### src/rtl/gl2_stream_fork_n_if.sv
// ---------------------------------------------------------------------------
// gl2_stream_fork_n_if
//   Stream bundle for the N-way video broadcast fork: one upstream beat
//   channel (data + tlast/tuser) and N_OUT downstream copies of it.
//
//   Optional feature macro: GL2_FORK_MASK_EN (adds branch_en).
//
//   Signals
//     up_data    [D_WIDTH]        upstream data
//     up_valid / up_ready         upstream handshake
//     up_tlast / up_tuser         end-of-line / start-of-frame markers
//     down_data  [N_OUT*D_WIDTH]  branch i at [i*D_WIDTH +: D_WIDTH]
//     down_valid / down_ready     per-branch handshake
//     down_tlast / down_tuser     per-branch marker copies
//     branch_en  [N_OUT]          branch enable request (mask build only)
//
//   Modports
//     slave  : the fork itself (consumes up_*, produces down_*)
//     master : the environment around the fork (source + branch sinks)
// ---------------------------------------------------------------------------
interface gl2_stream_fork_n_if #(
  parameter int D_WIDTH = 8,
  parameter int N_OUT   = 4
);
  logic [D_WIDTH-1:0]       up_data;
  logic                     up_valid;
  logic                     up_tlast;
  logic                     up_tuser;
  logic                     up_ready;
  logic [N_OUT*D_WIDTH-1:0] down_data;
  logic [N_OUT-1:0]         down_valid;
  logic [N_OUT-1:0]         down_tlast;
  logic [N_OUT-1:0]         down_tuser;
  logic [N_OUT-1:0]         down_ready;
`ifdef GL2_FORK_MASK_EN
  logic [N_OUT-1:0]         branch_en;

  modport slave (
    input  up_data, up_valid, up_tlast, up_tuser, down_ready, branch_en,
    output up_ready, down_data, down_valid, down_tlast, down_tuser
  );
  modport master (
    output up_data, up_valid, up_tlast, up_tuser, down_ready, branch_en,
    input  up_ready, down_data, down_valid, down_tlast, down_tuser
  );
`else
  modport slave (
    input  up_data, up_valid, up_tlast, up_tuser, down_ready,
    output up_ready, down_data, down_valid, down_tlast, down_tuser
  );
  modport master (
    output up_data, up_valid, up_tlast, up_tuser, down_ready,
    input  up_ready, down_data, down_valid, down_tlast, down_tuser
  );
`endif
endinterface

### src/rtl/gl2_stream_fork_n.sv
// ---------------------------------------------------------------------------
// gl2_stream_fork_n
//   N-way broadcast fork for the video stream. A single holding register
//   keeps the current beat; a per-branch "done" flag records which branches
//   already took it, so every branch can accept on its own cycle. The next
//   upstream beat is taken on the same edge the held beat finishes, giving
//   one beat per clock when all branches are ready.
//   down_valid comes from registers only (no up_valid -> down_valid path and
//   no dependence on down_ready).
//
//   Optional feature macro: GL2_FORK_MASK_EN
//     defined   : branch_en selects the active branches; sampled on every
//                 accepted start-of-frame beat (up_tuser=1) and applied from
//                 that beat onward. Inactive branches see valid=0 and never
//                 stall the fork.
//     undefined : every branch is always active (lossless broadcast).
//
//   Ports
//     clk      in  rising-edge clock
//     rst      in  synchronous active-high reset
//     io_strm  --  gl2_stream_fork_n_if.slave (up_* in, down_* out)
// ---------------------------------------------------------------------------
module gl2_stream_fork_n #(
  parameter int D_WIDTH = 8,
  parameter int N_OUT   = 4
) (
  input  logic                  clk,
  input  logic                  rst,
  gl2_stream_fork_n_if.slave    io_strm
);

  typedef enum logic {
    ST_EMPTY = 1'b0,
    ST_FULL  = 1'b1
  } state_t;

  state_t             r_state;
  state_t             w_state_nxt;
  logic [D_WIDTH-1:0] r_hold_data;
  logic               r_hold_tlast;
  logic               r_hold_tuser;
  logic [N_OUT-1:0]   r_done;
  logic [N_OUT-1:0]   w_done_nxt;
  logic [N_OUT-1:0]   w_act;
  logic [N_OUT-1:0]   w_valid;
  logic [N_OUT-1:0]   w_hs;
  logic               w_full;
  logic               w_fin;
  logic               w_up_ready;
  logic               w_load;

  // -------------------------------------------------------------------------
  // Handshake decode
  // -------------------------------------------------------------------------
  assign w_full  = (r_state == ST_FULL);
  assign w_valid = {N_OUT{w_full}} & w_act & ~r_done;
  assign w_hs    = w_valid & io_strm.down_ready;

  // Held beat is finished once every active branch has either taken it
  // earlier or is taking it right now; masked branches count as done.
  assign w_fin      = w_full & (&(r_done | w_hs | ~w_act));
  assign w_up_ready = ~w_full | w_fin;
  assign w_load     = io_strm.up_valid & w_up_ready;

  // -------------------------------------------------------------------------
  // Next-state logic
  // -------------------------------------------------------------------------
  always_comb begin
    // NOTE: every output of this block gets a default first, so no path
    // leaves a signal unassigned and no latch is inferred.
    w_state_nxt = r_state;
    w_done_nxt  = r_done;
    case (r_state)
      ST_EMPTY: begin
        if (io_strm.up_valid) begin
          w_state_nxt = ST_FULL;
          w_done_nxt  = '0;
        end
      end
      ST_FULL: begin
        if (!w_fin) begin
          w_done_nxt = r_done | w_hs;
        end else begin
          // Last delivery and a new beat on the same edge: reload and
          // clear all done flags together, no bubble.
          w_done_nxt  = '0;
          w_state_nxt = io_strm.up_valid ? ST_FULL : ST_EMPTY;
        end
      end
    endcase
  end

  // -------------------------------------------------------------------------
  // State and holding register
  // -------------------------------------------------------------------------
  always_ff @(posedge clk) begin
    // NOTE: sequential state uses non-blocking assignments so every register
    // samples pre-edge values regardless of statement order.
    if (rst) begin
      r_state      <= ST_EMPTY;
      r_done       <= '0;
      // NOTE: the holding register is reset (not just qualified by valid)
      // because down_data/tlast/tuser must read zero straight after reset.
      r_hold_data  <= '0;
      r_hold_tlast <= 1'b0;
      r_hold_tuser <= 1'b0;
    end else begin
      r_state <= w_state_nxt;
      r_done  <= w_done_nxt;
      if (w_load) begin
        r_hold_data  <= io_strm.up_data;
        r_hold_tlast <= io_strm.up_tlast;
        r_hold_tuser <= io_strm.up_tuser;
      end
    end
  end

  // -------------------------------------------------------------------------
  // Active branch mask
  // -------------------------------------------------------------------------
`ifdef GL2_FORK_MASK_EN
  logic [N_OUT-1:0] r_act;

  // Frame-aligned: only a start-of-frame beat re-samples branch_en, and the
  // new mask governs that very beat because it loads on the same edge.
  always_ff @(posedge clk) begin
    if (rst) begin
      r_act <= '1;
    end else if (w_load && io_strm.up_tuser) begin
      r_act <= io_strm.branch_en;
    end
  end

  assign w_act = r_act;
`else
  assign w_act = '1;
`endif

  // -------------------------------------------------------------------------
  // Outputs
  // -------------------------------------------------------------------------
  assign io_strm.up_ready   = w_up_ready;
  assign io_strm.down_valid = w_valid;
  assign io_strm.down_data  = {N_OUT{r_hold_data}};
  assign io_strm.down_tlast = {N_OUT{r_hold_tlast}};
  assign io_strm.down_tuser = {N_OUT{r_hold_tuser}};

endmodule
### src/flat_wrapper.sv
// flat-port wrapper written by rule: the top's interface ports become plain ports
module gl2_stream_fork_n_flat 
#(
  parameter int D_WIDTH = 8,
  parameter int N_OUT   = 4
)
  (clk, rst, io_strm_up_data, io_strm_up_valid, io_strm_up_tlast, io_strm_up_tuser, io_strm_down_ready, io_strm_up_ready, io_strm_down_data, io_strm_down_valid, io_strm_down_tlast, io_strm_down_tuser);
  gl2_stream_fork_n_if #(.D_WIDTH(D_WIDTH), .N_OUT(N_OUT)) io_strm_i ();
  input  logic clk;
  input  logic rst;
  input wire logic [$bits(io_strm_i.up_data)-1:0] io_strm_up_data;
  input wire logic [$bits(io_strm_i.up_valid)-1:0] io_strm_up_valid;
  input wire logic [$bits(io_strm_i.up_tlast)-1:0] io_strm_up_tlast;
  input wire logic [$bits(io_strm_i.up_tuser)-1:0] io_strm_up_tuser;
  input wire logic [$bits(io_strm_i.down_ready)-1:0] io_strm_down_ready;
  output wire logic [$bits(io_strm_i.up_ready)-1:0] io_strm_up_ready;
  output wire logic [$bits(io_strm_i.down_data)-1:0] io_strm_down_data;
  output wire logic [$bits(io_strm_i.down_valid)-1:0] io_strm_down_valid;
  output wire logic [$bits(io_strm_i.down_tlast)-1:0] io_strm_down_tlast;
  output wire logic [$bits(io_strm_i.down_tuser)-1:0] io_strm_down_tuser;
  assign io_strm_i.up_data = io_strm_up_data;
  assign io_strm_i.up_valid = io_strm_up_valid;
  assign io_strm_i.up_tlast = io_strm_up_tlast;
  assign io_strm_i.up_tuser = io_strm_up_tuser;
  assign io_strm_i.down_ready = io_strm_down_ready;
  assign io_strm_up_ready = io_strm_i.up_ready;
  assign io_strm_down_data = io_strm_i.down_data;
  assign io_strm_down_valid = io_strm_i.down_valid;
  assign io_strm_down_tlast = io_strm_i.down_tlast;
  assign io_strm_down_tuser = io_strm_i.down_tuser;
  gl2_stream_fork_n #(.D_WIDTH(D_WIDTH), .N_OUT(N_OUT)) u_core (.clk(clk), .rst(rst), .io_strm(io_strm_i));
endmodule
### config.mk
export PLATFORM = sky130hd
export DESIGN_NAME = gl2_stream_fork_n_flat
export DESIGN_NICKNAME = d
export VERILOG_FILES = /design/src/rtl/gl2_stream_fork_n_if.sv /design/src/rtl/gl2_stream_fork_n.sv /design/src/flat_wrapper.sv
export SDC_FILE = /design/constraint.sdc
export NUM_CORES = 1
export LEC_CHECK = 0
export ABC_AREA = 1
export CAP_MARGIN = 20
export CORE_ASPECT_RATIO = 1.2
export CORE_MARGIN = 2
export CORE_UTILIZATION = 39
export DETAILED_ROUTE_END_ITERATION = 7
export GPL_TIMING_DRIVEN = 0
export PLACE_DENSITY = 0.84
export SLEW_MARGIN = 20
export SYNTH_ARGS = -nofsm -noshare
export SYNTH_HDL_FRONTEND = slang
export SYNTH_SLANG_ARGS = --single-unit
### constraint.sdc
create_clock -name clk -period 2 [get_ports clk]
set_input_delay 0.4 -clock clk [delete_from_list [all_inputs] [get_ports clk]]
set_output_delay 0.4 -clock clk [all_outputs]
set_load 0.02 [all_outputs]
==> impl_metrics.toml <==
[grt]
overflow = 0
gr-usage-all-layers = 0.171
grt_pass1_vias = 963
antenna_found_initial = 0
grt_pass1_wl_mm = 4.04
grt_max_degree = 11

[logic_synthesis]
avgSynthCellArea_sq_um = 7.14
ys_seq_area_frac = 0.300
synth_fp_nets = 157
synthCells = 140
yosys_warnings = 0
synthDistinctLibCells = 14
ys_seq_elements = 15
netlist_area_sq_um = 1000

[setup_path]
critPathMaxStageDelay_ns = 0.47
cp_cell_sequence = "clkdlybuf4s50_1, nand2_2, nand2_2, nand2_2, o21ai_4, buf_6, buf_4"
crit_fanout = 6
arrival_ns = 1.52
slowest_stage = "clkdlybuf4s50_1"
cp_num_buf_inv = 3
cp.required_ns = 1.60
end_kind = "output pin"
crit_type = "primary input to output pin"
cp_common_cell = "nand2_2"
crit_cells = 7
worst_setup_path_start_kind = "primary input"
crit_family = "buffers and inverters"
ff2ff_path_depth = 10

[clock_network]
clk_latency_ns = 0.29
h-tree-depth = 1
clock_sink_count = 15
clock-root-buffer = "clkbuf_4"
cts_tree = "built"
clockBufferDepth = 2
path_clk_slew_ns = 0.09
cts_hold_repair.buffers = 0
cts_buffers = 3

[sta]
fin_crit_sh = 0.961
slew_headroom = 0.729
tightest_slew_ns = 0.406
layout_min_cycle_time_ns = 1.92
clock.fmax_mhz = 520
setup_viol = 0
final_hold_viol_count = 0
finClkSkew_ns = 0.00354
slew_violations = 0
whs_ns = 0.492
fin_setup_tns_ns = 0
rsz0062_at_grt = "no"

[power]
p_seq_frac = 0.361
power_frac_comb = 0.452
p_per_area_nw_per_um2 = 549
total_power_mw = 0.939
p_sw_frac = 0.329
p_sw_mw = 0.309
p_clk_frac = 0.187
intPower_mw = 0.630
vdd_ir_drop_max_v = 0.000493
power_leakage_nw = 0.849

[finish]
layout.cells.non_filler = 241
drive_above_1_share = 0.260
fin_nets = 226
antenna_cells = 0
fill_cells = 195
final_area_sq_um = 1710
syn2layout_area_growth_pct = 71.1

[outcome]
status = "finished clean"

[routing]
via_per_inst = 4.35
drt_iter0_drc = 7
vias = 1048
drtPass1Iterations = 6
ant_nets = 0
drcViolationCount = 0
routed_wl_mm = 2.46
post_drt_wl_per_cell_um = 10.2

[floorplan]
rows = 20
die-area_sq_um = 2990
ios = 62
dieHeight_um = 59.5
core_sq_um = 2480
dieWidth_um = 50.2
initial_core_util = 0.404

[worst_hold_path]
min_path_cells = 2
holdCritPathClass = "flop to flop"

[placed_design]
hpwlAfterDp_mm = 1.97
place_area_sq_um = 1650
placed_cells = 234
gp_congestion = 0.691
io_buffer_count = 61

[job]
drv_cap = 0
-- worst register-to-register path: cells and delay by family (launching register included) --
family	cells	cell delay, ns
compound gates	1	0.16
buf+inv	3	0.46
flops	1	0.34
simple gates	6	0.42
-- cell type report --
cell class	instances	area, sq um	area share
plain buffers	38	290	0.170
well taps	33	41.3	0.0241
clock buffers	4	26.3	0.0154
flip-flops and latches	15	300	0.176
repair buffers	64	641	0.375
multi-input cells	70	348	0.203
inverters	17	63.8	0.0373
-- metal layers --
metal | vias to the layer above | GRT usage | part of all wire
li1 | 530 | - | -
met2 | 42 | 0.338 | 0.59
met3 | 2 | 0.0227 | 0.059
met1 | 474 | 0.184 | 0.35
met4 | 0 | 0.0556 | 0.0069
met5 | - | 0 | 0
-- sequential cells by signal, indices dropped and copies added, names as in the netlist --
signal / flops
u_core.r_hold_tlast: 1
u_core.r_done: 4
u_core.r_hold_data: 8
u_core.r_hold_tuser: 1
u_core.r_state: 1
-- logic make-up after synthesis --
group | Yosys count | synth area share
compound gates | 16 | 0.0951
buf+inv | 55 | 0.354
flops | 15 | 0.300
simple gates | 54 | 0.250
-- cell usage in the layout, fill, tap and decap left out --
| cell type | netlist | final |
|---|---|---|
| buf_6 | 3 | 3 |
| buf_2 | 1 | 1 |
| nand3_1 | 12 | 12 |
| dfxtp_1 | 15 | 15 |
| nand2_1 | 20 | 19 |
| inv_1 | 17 | 17 |
| a21oi_1 | 14 | 14 |
| o21ai_4 | 1 | 1 |
| nand2_2 | 4 | 5 |
| buf_1 | 1 | 1 |
| clkbuf_4 | 0 | 3 |
| dlymetal6s2s_1 | 0 | 4 |
| clkdlybuf4s50_1 | 0 | 56 |
| a21oi_2 | 1 | 1 |
| nand2_4 | 3 | 3 |
| buf_4 | 33 | 37 |
| clkbuf_1 | 0 | 1 |
| nor2_1 | 15 | 15 |
-- metrics by stage --
stage          utilization  setup WS, ns
6_report             0.690        0.0781
3_5_place_dp         0.667        -0.526
4_1_cts              0.678        0.0174
2_1_floorplan            -         0.605
3_3_place_gp         0.667        -0.490
5_1_grt              0.690        0.0204
-- power by group through the flow --
stage	combinational [mW]	clock, mW	sequential, mW
2_1_floorplan	0.225	0	0.358
3_3_place_gp	0.413	0	0.345
3_5_place_dp	0.422	0	0.347
4_1_cts	0.423	0.175	0.340
5_1_grt	0.452	0.193	0.343
6_report	0.424	0.175	0.339
-- cell usage after synthesis --
cell | count | area share
nand2_2 | 4 | 0.025
buf_1 | 1 | 0.0038
a21oi_1 | 14 | 0.070
nand3_1 | 12 | 0.060
o21ai_4 | 1 | 0.016
nand2_1 | 20 | 0.075
dfxtp_1 | 15 | 0.30
buf_4 | 33 | 0.25
a21oi_2 | 1 | 0.0088
inv_1 | 17 | 0.064
nor2_1 | 15 | 0.056
buf_2 | 1 | 0.0050
buf_6 | 3 | 0.034
nand2_4 | 3 | 0.034
-- path summary, 6_finish.rpt --
check / startpoint / to / slack, ns
hold / removal: u_core.r_done[2] / u_core.r_done[2] / 0.49
hold reg to reg: u_core.r_done[2] / u_core.r_done[2] / 0.49
setup reg to reg: u_core.r_state / u_core.r_hold_data[2] / 0.54
setup / recovery: io_strm_down_ready[0] / io_strm_up_ready / 0.08
-- repair_timing --
item | in CTS | in global routing
resized for setup | 4 | 6
endpoints found under the setup margin | 1 | 5
setup buffers | 1 | 2
pin swaps | 1 | 0
Note: power is estimated with default switching activity, not from simulation.
